===== src/rtl/keypad_calc_pkg.sv =====
// Shared key codes, FSM encoding and key classification for the keypad BCD calculator.
package keypad_calc_pkg;

    localparam logic [3:0] KEY_ADD = 4'hA;
    localparam logic [3:0] KEY_SUB = 4'hB;
    localparam logic [3:0] KEY_CLR = 4'hC;
    localparam logic [3:0] KEY_BS  = 4'hD;
    localparam logic [3:0] KEY_EQ  = 4'hE;

    typedef enum logic [2:0] {
        S_OPA  = 3'd0,
        S_OPB  = 3'd1,
        S_CONV = 3'd2,
        S_EXEC = 3'd3,
        S_DONE = 3'd4
    } state_t;

    function automatic logic is_digit(input logic [3:0] code);
        return code <= 4'd9;
    endfunction

endpackage


===== src/rtl/keypad_bcd_calc_if.sv =====
// Key-event input and calculator result bundle between scanner, calculator core and display logic.
interface keypad_bcd_calc_if #(
    parameter int DIGITS = 6,
    parameter int BIN_W  = 20
) ();
    import keypad_calc_pkg::*;

    localparam int RES_W = BIN_W + 2;

    // key_valid is a one-cycle strobe with no back-pressure: the core either
    // accepts the key on that cycle or reports its rejection with key_drop.
    logic                  key_valid;
    logic [3:0]            key_code;
    logic                  busy;
    logic                  done;
    logic                  key_drop;
    logic                  op_sub;
    logic [DIGITS-1:0]     buf_flag_1;
    logic [4*DIGITS-1:0]   key_buf_code_1;
    logic [DIGITS-1:0]     buf_flag_2;
    logic [4*DIGITS-1:0]   key_buf_code_2;
    logic [BIN_W-1:0]      add_1;
    logic [BIN_W-1:0]      add_2;
    logic [RES_W-1:0]      sum;
    state_t                dbg_state;

    modport slave (
        input  key_valid, key_code,
        output busy, done, key_drop, op_sub, buf_flag_1, key_buf_code_1,
               buf_flag_2, key_buf_code_2, add_1, add_2, sum, dbg_state
    );

    modport master (
        output key_valid, key_code,
        input  busy, done, key_drop, op_sub, buf_flag_1, key_buf_code_1,
               buf_flag_2, key_buf_code_2, add_1, add_2, sum, dbg_state
    );

endinterface


===== src/rtl/bcd_digit_buffer.sv =====
// Shift-in BCD operand buffer with per-digit occupancy flags; nibble 0 is the least significant digit.
module bcd_digit_buffer #(
    parameter int DIGITS = 6
) (
    input  logic                clk,
    input  logic                rst,
    input  logic                push,
    input  logic                pop,
    input  logic                clr,
    input  logic [3:0]          digit,
    output logic [4*DIGITS-1:0] buf_code,
    output logic [DIGITS-1:0]   flag,
    output logic                full
);

    assign full = flag[DIGITS-1];

    // clr together with push restarts the buffer holding only the new digit.
    always_ff @(posedge clk) begin
        if (rst || (clr && !push)) begin
            buf_code <= '0;
            flag     <= '0;
        end else if (clr && push) begin
            buf_code <= {{(4*DIGITS-4){1'b0}}, digit};
            flag     <= {{(DIGITS-1){1'b0}}, 1'b1};
        end else if (push && !full) begin
            buf_code <= {buf_code[4*DIGITS-5:0], digit};
            flag     <= {flag[DIGITS-2:0], 1'b1};
        end else if (pop) begin
            buf_code <= buf_code >> 4;
            flag     <= flag >> 1;
        end
    end

endmodule


===== src/rtl/keypad_bcd_calc.sv =====
// Keypad calculator core: collects two BCD operands, converts them to binary and adds or subtracts.
// Optional backspace key support is enabled by defining KEYPAD_BACKSPACE_EN.
module keypad_bcd_calc
    import keypad_calc_pkg::*;
#(
    parameter int DIGITS = 6,
    parameter int BIN_W  = 20
) (
    input logic               clk,
    input logic               rst,
    keypad_bcd_calc_if.slave  kif
);

    localparam int RES_W = BIN_W + 2;
    localparam int CNT_W = $clog2(DIGITS);

    state_t             state;
    logic [CNT_W-1:0]   cnt;
    logic               kv_q;
    logic [3:0]         kc_q;
    logic               key_is_digit;
    logic               idle_state;
    logic               clr_all;
    logic               push1, push2, pop1, pop2;
    logic               full1, full2;
    logic [3:0]         nib1, nib2;

    function automatic logic [BIN_W-1:0] mul10_add(input logic [BIN_W-1:0] a, input logic [3:0] d);
        return (a << 3) + (a << 1) + BIN_W'(d);
    endfunction

    assign key_is_digit = is_digit(kc_q);
    assign idle_state   = (state == S_OPA) || (state == S_OPB) || (state == S_DONE);
    // A digit after a finished calculation starts a fresh one in operand 1.
    assign clr_all = kv_q && idle_state &&
                     ((kc_q == KEY_CLR) || (key_is_digit && state == S_DONE));
    assign push1   = kv_q && key_is_digit && (state == S_OPA || state == S_DONE);
    assign push2   = kv_q && key_is_digit && (state == S_OPB);
`ifdef KEYPAD_BACKSPACE_EN
    assign pop1    = kv_q && (kc_q == KEY_BS) && (state == S_OPA);
    assign pop2    = kv_q && (kc_q == KEY_BS) && (state == S_OPB);
`else
    assign pop1    = 1'b0;
    assign pop2    = 1'b0;
`endif

    assign nib1 = 4'(kif.key_buf_code_1 >> {cnt, 2'b00});
    assign nib2 = 4'(kif.key_buf_code_2 >> {cnt, 2'b00});
    assign kif.dbg_state = state;

    bcd_digit_buffer #(.DIGITS(DIGITS)) u_buf_1 (
        .clk(clk), .rst(rst), .push(push1), .pop(pop1), .clr(clr_all), .digit(kc_q),
        .buf_code(kif.key_buf_code_1), .flag(kif.buf_flag_1), .full(full1)
    );

    bcd_digit_buffer #(.DIGITS(DIGITS)) u_buf_2 (
        .clk(clk), .rst(rst), .push(push2), .pop(pop2), .clr(clr_all), .digit(kc_q),
        .buf_code(kif.key_buf_code_2), .flag(kif.buf_flag_2), .full(full2)
    );

    // Key events are registered once before the FSM acts on them.
    always_ff @(posedge clk) begin
        if (rst) begin
            state        <= S_OPA;
            cnt          <= '0;
            kv_q         <= 1'b0;
            kc_q         <= 4'h0;
            kif.busy     <= 1'b0;
            kif.done     <= 1'b0;
            kif.key_drop <= 1'b0;
            kif.op_sub   <= 1'b0;
            kif.add_1    <= '0;
            kif.add_2    <= '0;
            kif.sum      <= '0;
        end else begin
            kv_q         <= kif.key_valid;
            kc_q         <= kif.key_code;
            kif.key_drop <= 1'b0;
            if (clr_all) begin
                state      <= S_OPA;
                kif.busy   <= 1'b0;
                kif.done   <= 1'b0;
                kif.op_sub <= 1'b0;
                kif.add_1  <= '0;
                kif.add_2  <= '0;
                kif.sum    <= '0;
            end else begin
                case (state)
                    S_OPA: if (kv_q) begin
                        if (key_is_digit) begin
                            if (full1) kif.key_drop <= 1'b1;
                        end else if (kc_q == KEY_ADD || kc_q == KEY_SUB) begin
                            kif.op_sub <= (kc_q == KEY_SUB);
                            state      <= S_OPB;
`ifdef KEYPAD_BACKSPACE_EN
                        end else if (kc_q == KEY_BS) begin
                            kif.key_drop <= 1'b0;
`endif
                        end else begin
                            kif.key_drop <= 1'b1;
                        end
                    end
                    S_OPB: if (kv_q) begin
                        if (key_is_digit) begin
                            if (full2) kif.key_drop <= 1'b1;
                        end else if (kc_q == KEY_ADD || kc_q == KEY_SUB) begin
                            kif.op_sub <= (kc_q == KEY_SUB);
                        end else if (kc_q == KEY_EQ) begin
                            state     <= S_CONV;
                            cnt       <= CNT_W'(DIGITS - 1);
                            kif.add_1 <= '0;
                            kif.add_2 <= '0;
                            kif.busy  <= 1'b1;
`ifdef KEYPAD_BACKSPACE_EN
                        end else if (kc_q == KEY_BS) begin
                            kif.key_drop <= 1'b0;
`endif
                        end else begin
                            kif.key_drop <= 1'b1;
                        end
                    end
                    S_CONV: begin
                        kif.key_drop <= kv_q;
                        kif.add_1    <= mul10_add(kif.add_1, nib1);
                        kif.add_2    <= mul10_add(kif.add_2, nib2);
                        if (cnt == '0) state <= S_EXEC;
                        else           cnt   <= cnt - 1'b1;
                    end
                    S_EXEC: begin
                        kif.key_drop <= kv_q;
                        kif.sum <= kif.op_sub
                            ? RES_W'($signed({2'b00, kif.add_1}) - $signed({2'b00, kif.add_2}))
                            : {2'b00, kif.add_1} + {2'b00, kif.add_2};
                        kif.busy <= 1'b0;
                        kif.done <= 1'b1;
                        state    <= S_DONE;
                    end
                    S_DONE: kif.key_drop <= kv_q;
                    default: state <= S_OPA;
                endcase
            end
        end
    end

endmodule

===== src/flat_wrapper.sv =====
// flat-port wrapper written by rule: the top's interface ports become plain ports
module keypad_bcd_calc_flat import keypad_calc_pkg::*;
#(
    parameter int DIGITS = 6,
    parameter int BIN_W  = 20
)
  (clk, rst, kif_key_valid, kif_key_code, kif_busy, kif_done, kif_key_drop, kif_op_sub, kif_buf_flag_1, kif_key_buf_code_1, kif_buf_flag_2, kif_key_buf_code_2, kif_add_1, kif_add_2, kif_sum, kif_dbg_state);
  keypad_bcd_calc_if #(.DIGITS(DIGITS), .BIN_W(BIN_W)) kif_i ();
  input logic clk;
  input logic rst;
  input wire logic [$bits(kif_i.key_valid)-1:0] kif_key_valid;
  input wire logic [$bits(kif_i.key_code)-1:0] kif_key_code;
  output wire logic [$bits(kif_i.busy)-1:0] kif_busy;
  output wire logic [$bits(kif_i.done)-1:0] kif_done;
  output wire logic [$bits(kif_i.key_drop)-1:0] kif_key_drop;
  output wire logic [$bits(kif_i.op_sub)-1:0] kif_op_sub;
  output wire logic [$bits(kif_i.buf_flag_1)-1:0] kif_buf_flag_1;
  output wire logic [$bits(kif_i.key_buf_code_1)-1:0] kif_key_buf_code_1;
  output wire logic [$bits(kif_i.buf_flag_2)-1:0] kif_buf_flag_2;
  output wire logic [$bits(kif_i.key_buf_code_2)-1:0] kif_key_buf_code_2;
  output wire logic [$bits(kif_i.add_1)-1:0] kif_add_1;
  output wire logic [$bits(kif_i.add_2)-1:0] kif_add_2;
  output wire logic [$bits(kif_i.sum)-1:0] kif_sum;
  output wire logic [$bits(kif_i.dbg_state)-1:0] kif_dbg_state;
  assign kif_i.key_valid = kif_key_valid;
  assign kif_i.key_code = kif_key_code;
  assign kif_busy = kif_i.busy;
  assign kif_done = kif_i.done;
  assign kif_key_drop = kif_i.key_drop;
  assign kif_op_sub = kif_i.op_sub;
  assign kif_buf_flag_1 = kif_i.buf_flag_1;
  assign kif_key_buf_code_1 = kif_i.key_buf_code_1;
  assign kif_buf_flag_2 = kif_i.buf_flag_2;
  assign kif_key_buf_code_2 = kif_i.key_buf_code_2;
  assign kif_add_1 = kif_i.add_1;
  assign kif_add_2 = kif_i.add_2;
  assign kif_sum = kif_i.sum;
  assign kif_dbg_state = kif_i.dbg_state;
  keypad_bcd_calc #(.DIGITS(DIGITS), .BIN_W(BIN_W)) u_core (.clk(clk), .rst(rst), .kif(kif_i));
endmodule

===== config.mk =====
export PLATFORM = sky130hd
export DESIGN_NAME = keypad_bcd_calc_flat
export DESIGN_NICKNAME = d
export VERILOG_FILES = /design/src/rtl/keypad_calc_pkg.sv /design/src/rtl/keypad_bcd_calc_if.sv /design/src/rtl/bcd_digit_buffer.sv /design/src/rtl/keypad_bcd_calc.sv /design/src/flat_wrapper.sv
export SDC_FILE = /design/constraint.sdc
export NUM_CORES = 1
export LEC_CHECK = 0
export CORE_ASPECT_RATIO = 2
export CORE_MARGIN = 1.5
export CORE_UTILIZATION = 45
export DETAILED_ROUTE_END_ITERATION = 10
export GPL_ROUTABILITY_DRIVEN = 0
export GPL_TIMING_DRIVEN = 0
export PLACE_DENSITY = 0.64
export SYNTH_ARGS = -nofsm -noshare
export SYNTH_HDL_FRONTEND = slang
export SYNTH_HIERARCHICAL = 1
export SYNTH_SLANG_ARGS = --single-unit

===== constraint.sdc =====
create_clock -name clk -period 4.1 [get_ports clk]
set_input_delay 0.615 -clock clk [delete_from_list [all_inputs] [get_ports clk]]
set_output_delay 0.615 -clock clk [all_outputs]
set_load 0.02 [all_outputs]

## Word level (Yosys, flattened, before mapping)

Cells that the tools add are included.
Widths: inputs -> output; s select.

- Bits in registers: 137
- Bits in latches: 0
- RAM bits: 0
- Bits in read-only memories: 0
- Input bits: 7
- Output and inout port bits: 129
- Logic and storage cells: 133
- Memories kept: 0

- Add/sub/neg operators: 7
- Multipliers: 0
- Divide/modulo/power cells: 0
- Order comparisons: 1
- Equal/unequal tests: 17
- Shift-type cells: 2
- Mux-type cells: 45
- Bitwise logic cells: 3
- Reduce and logical (&&, ||, !) cells: 39

Operators with widths:

| cell | count |
|---|---|
| $mux 20 | 4 |
| $pmux 20 s2 | 2 |
| $shr 24x5->4 | 2 |
| $add 20x20->20 | 2 |
| $add 20x4->20 | 2 |
| $mux 3 | 13 |
| $mux 22 | 1 |
| $add 20x20->21 | 1 |
| $sub 20x20->21 | 1 |
| $mux 1 | 17 |
| $eq 4x4->1 const B | 4 |
| $mux 4 | 4 |
| $pmux 3 s5 | 1 |
| $logic_and 1x1->1 | 12 |
| $ne 2x2->1 const B | 6 |
| $reduce_and 5->1 | 2 |
| $reduce_and 9->1 | 1 |
| $reduce_bool 2->1 | 4 |
| $reduce_or 2->1 | 4 |
| $logic_or 1x1->1 | 7 |
| $reduce_and 7->1 | 1 |
| $eq 3x2->1 const B | 2 |
| $logic_not 3->1 | 2 |
| $ne 2x1->1 const B | 3 |
| other kinds (11) | 16 |

## Longest topological paths before layout

- Depth in word-level cells: 8
- Mapped depth: 15
- Mapped depth without buffers: 14

## Hierarchy

The synthesis kept the hierarchy.

By module, submodules not included:

| module | times used | cells an instance | area each (um2) | seq. area each (um2) |
|---|---|---|---|---|
| keypad_bcd_calc | 1 | 944 | 7495.9 | 1541.5 |
| bcd_digit_buffer | 2 | 139 | 1480.2 | 600.6 |

## Worst setup path after synthesis

OpenSTA, ideal clock, no wires.

- Path type: register to register
- Start: reg u_core.cnt[0]
- End: reg u_core/kif.add_1[16] in the netlist's numbering
- Setup time: 0.117 ns
- Data arrival time: 3.560 ns
- Data required time: 3.983 ns
- Path slack: 0.422 ns
- Stages on the path, launching flop included: 15
- Buffers on the path: 2
- Period minus slack after synthesis: 3.678 ns
- Path through: dfxtp_1 > buf_2 > clkbuf_1 > mux2i_1 > nor2_1 > a21oi_1 > fa_1 > fa_1 > nand2b_1 > a21oi_1 > o211ai_1 > a21oi_1 > o21ai_0 > a21o_1 > a32o_1

- Longest elaborated chain between the ends: 3

RTL lines:

| item | line | text |
|---|---|---|
| from (decl) | keypad_bcd_calc.sv:18 | `logic [CNT_W-1:0] cnt;` |
| from (signal assigned) | keypad_bcd_calc.sv:110 | `cnt <= CNT_W'(DIGITS - 1);` |
| from (signal assigned) | keypad_bcd_calc.sv:127 | `else cnt <= cnt - 1'b1;` |
| $shr 24x5->4 | keypad_bcd_calc.sv:47 | `assign nib1 = 4'(kif.key_buf_code_1 >> {cnt, 2'b00});` |
| $add 20x4->20 | keypad_bcd_calc.sv:29 | `return (a << 3) + (a << 1) + BIN_W'(d);` |
| $pmux 20 s2 | keypad_bcd_calc.sv:88 | `case (state)` |
| to (signal assigned) | keypad_bcd_calc.sv:124 | `kif.add_1 <= mul10_add(kif.add_1, nib1);` |
| to (decl) | keypad_bcd_calc_if.sv:30 | `buf_flag_2, key_buf_code_2, add_1, add_2, sum, dbg_state` |

No other way between the ends.
A chain may end at the register's enable or synchronous reset.

## Worst setup path after layout

- Start: reg u_core.cnt[0]
- End: reg u_core/kif.add_2[16] in the netlist's numbering

- Longest elaborated chain between the ends: 3

RTL lines:

| item | line | text |
|---|---|---|
| $shr 24x5->4 | keypad_bcd_calc.sv:48 | `assign nib2 = 4'(kif.key_buf_code_2 >> {cnt, 2'b00});` |
| $add 20x4->20 | keypad_bcd_calc.sv:29 |  |
| $pmux 20 s2 | keypad_bcd_calc.sv:88 |  |
| to (signal assigned) | keypad_bcd_calc.sv:125 | `kif.add_2 <= mul10_add(kif.add_2, nib2);` |
| to (decl) | keypad_bcd_calc_if.sv:30 |  |

No other way between the ends.

==> impl_metrics.ini <==
[setup_path]
cp-end-kind = flip-flop
worst_ep_arrival_time_ns = 4.27
cp_max_fo = 10
crit_type = reg2reg
critical_path_required_ns = 4.44
startpoint_type = flip-flop

[cells_and_area]
syn_to_final_growth_pct = 22.3
fin_nets = 1500
drive_gt1_share_pct = 11.2
ff_latch_area_sq_um = 2740
final_common_cell = dfxtp_1
n_fill_cell = 2223
stdcell_count = 1671
multi_input_area_sq_um = 7110
layout_common_cells = dfxtp_1 (136), clkdlybuf4s50_1 (135), ha_1 (110), nor2_1 (102), nand2_1 (83)

[global_route]
gr-usage-all-layers_pct = 28.7
antenna_found_initial = 1
grt_pass1_wl_um = 53800
grt_pass1_vias = 10100
grt_overflow = 0
grt_max_degree = 17

[yosys]
netlist_area_sq_um = 10500
ys_ff_latch = 137
syn_inst = 1222
ys.warnings.count = 6
synthFlopType = dfxtp_1
synth_edf_count = 0
syn_area_per_cell_sq_um = 8.56
ys_types = 77
ys_seq_area_share_pct = 26.2
async_flop_share_pct = 0

[outcome]
status = finished clean

[clock_network]
ctsHoldBuffers = 0
cts_tree = built
cts_buffer_depth = 2
clk_latency_ns = 0.45
numCtsBuffers = 17
clkTransAtPathRegs_ns = 0.06
htreeDepth = 4
cts_sinks = 137
cts-root-buf = clkbuf_16

[place]
port_buffers = 135
pre_cts_ws_ns = -0.364
dp_hpwl_um = 27100
place_inst = 1638

[min_path]
hold_path.class = reg2reg

[detailed_routing]
drtAntennaViolNets = 0
route.detailed.wl_per_inst_um = 20.8
drtPass1Iterations = 5
via_per_inst = 5.96
vias = 9964
drtIter0Drc = 436
drc = 0
wl_um = 34700

[power_and_ir_drop]
power_frac_clock_pct = 48.7
p_leak_nw = 5.26
ir_drop_v = 0.000373
p_seq_share_pct = 43.8
power_w = 0.00317
p_sw_share_pct = 25.8
p_sw_w = 0.000818
combinationalPowerShare_pct = 7.4
power.internal_w = 0.00235
cellPowerDensity_nw_per_um2 = 248

[timing]
setup_viol = 0
skew_ns = 0.00907
worst_pin_slew_ns = 1.30
timing.final.crit_share_pct = 95.8
setup_ws_ns = 0.171
period_minus_slack_ns = 3.93
slew_headroom_pct = 13.1
max_freq_mhz = 255
rsz0062_at_grt = true
hold_viol_final = 0
drv_slew = 0
tns_ns = 0
finalHoldWorstSlack_ns = 0.460

[job]
cap_violations = 0

[die]
pin_count = 136
initial_utilization_pct = 46.0
dieWidth_um = 111
dieArea_sq_um = 24200
std_cell_rows = 78
coreArea_sq_um = 22700
die_h_um = 219
## metrics by stage
step / utilization [%] / instance area [sq um]
final: 56.2 / 12800
after floorplan: - / 10500
after CTS: 56.0 / 12700
after global placement: 53.5 / 12200
after detailed placement: 53.5 / 12200
after global routing: 56.2 / 12800
## flip-flops by register name (all words and copies together), names as in the netlist, 3 cells and up
register and count:
u_core/kif.sum 22, u_core/kif.add_2 20, u_core/u_buf_1/flag 6, u_core/u_buf_2/flag 6, u_core/kif.add_1 20, u_core/u_buf_1/buf_code 24
u_core/kif.dbg_state 3, u_core/cnt 3, u_core/u_buf_2/buf_code 24, u_core/kc_q 4
## per-layer routing
| metal | wire length (um) | vias to the layer above | track usage, % |
|---|---|---|---|
| met2 | 19200 | 321 | 56.2 |
| met3 | 1400 | 117 | 5.10 |
| met1 | 11800 | 4728 | 26.1 |
| met4 | 2230 | 0 | 20.0 |
| met5 | 0 | - | 0 |
| li1 | - | 4798 | - |
## worst paths after layout
path | slack [ns] | startpoint | depth (start not counted) | endpoint
max | 0.17 | u_core/cnt[0]$_SDFFE_PP0P_ | 15 | u_core/kif.add_2[16]$_SDFFE_PP0P_
min | 0.46 | u_core/kif.sum[7]$_SDFFE_PP0P_ | 2 | u_core/kif.sum[7]$_SDFFE_PP0P_
max reg2reg | 0.17 | u_core/cnt[0]$_SDFFE_PP0P_ | 15 | u_core/kif.add_2[16]$_SDFFE_PP0P_
min reg2reg | 0.46 | u_core/kif.sum[7]$_SDFFE_PP0P_ | 2 | u_core/kif.sum[7]$_SDFFE_PP0P_
## layout make-up
type	instances	share of cell area [%]
clock buffer	18	3.36
buffer	67	3.18
tap	280	2.74
antenna	1	0.0196
inverter	62	1.82
timing repair buffer	136	10.6
multi-input combinational	956	55.6
clock inverter	14	1.15
sequential	137	21.5
## cells by family (layout without fill, tap and decap cells)
kind of cell             Yosys count  count (layout)  share of synthesized area (%)
other                              1               3                         0.0359
multiplexers                      74              74                           8.07
buffers and inverters            130             297                           6.09
AND/OR/NAND/NOR                  377             377                           18.4
XOR/XNOR                          31              31                           2.60
flip-flops                       137             137                           26.2
AO/OA/AOI/OAI                    356             356                           24.3
adder cells (fa/ha/maj)          116             116                           14.3
## cells in the mapped netlist (15+ instances only)
cell type / instances / area share (%)
nor2_1: 102 / 3.7
inv_1: 61 / 2.2
nor3b_1: 20 / 1.4
mux2i_1: 64 / 6.1
a211oi_2: 32 / 3.8
nor2b_1: 21 / 1.3
buf_2: 15 / 0.72
o211ai_1: 17 / 1.2
nor3_1: 20 / 0.96
a22oi_1: 17 / 1.2
nand3_1: 24 / 1.1
nand2_1: 83 / 3.0
clkbuf_1: 26 / 0.93
a211oi_1: 36 / 2.6
o21ai_0: 64 / 3.1
nor2_2: 22 / 1.3
dfxtp_1: 137 / 26
nand2b_1: 24 / 1.4
ha_1: 110 / 13
a21oi_1: 84 / 4.0
xnor2_1: 22 / 1.8
## worst max-delay path: stages, from the launching register on
cell and delay [ns]:
dfxtp_1 0.31, buf_4 0.23, mux4_2 0.55, nand2_1 0.08, o21ai_0 0.16, ha_1 0.32
ha_1 0.26, inv_1 0.09, fa_1 0.21, nor2b_1 0.07, o31a_1 0.29, o211ai_1 0.27
a21oi_1 0.18, o21a_1 0.21, or3_1 0.31, a32o_1 0.24
## timing repair
| action | in CTS | in global routing |
|---|---|---|
| pin swaps | 0 | 1 |
| resized for setup | 3 | 8 |
| setup buffers | 0 | 1 |
| setup endpoints to repair | 11 | 9 |
## power by group through the flow
stage / combinational, W / sequential [W] / clock, W
floorplan: 0.000129 / 0.00143 / 0
global placement: 0.000228 / 0.00142 / 0
detailed placement: 0.000229 / 0.00142 / 0
CTS: 0.000230 / 0.00139 / 0.00157
global route: 0.000249 / 0.00139 / 0.00162
finish: 0.000236 / 0.00139 / 0.00154
Note: power is estimated with default switching activity, not from simulation.
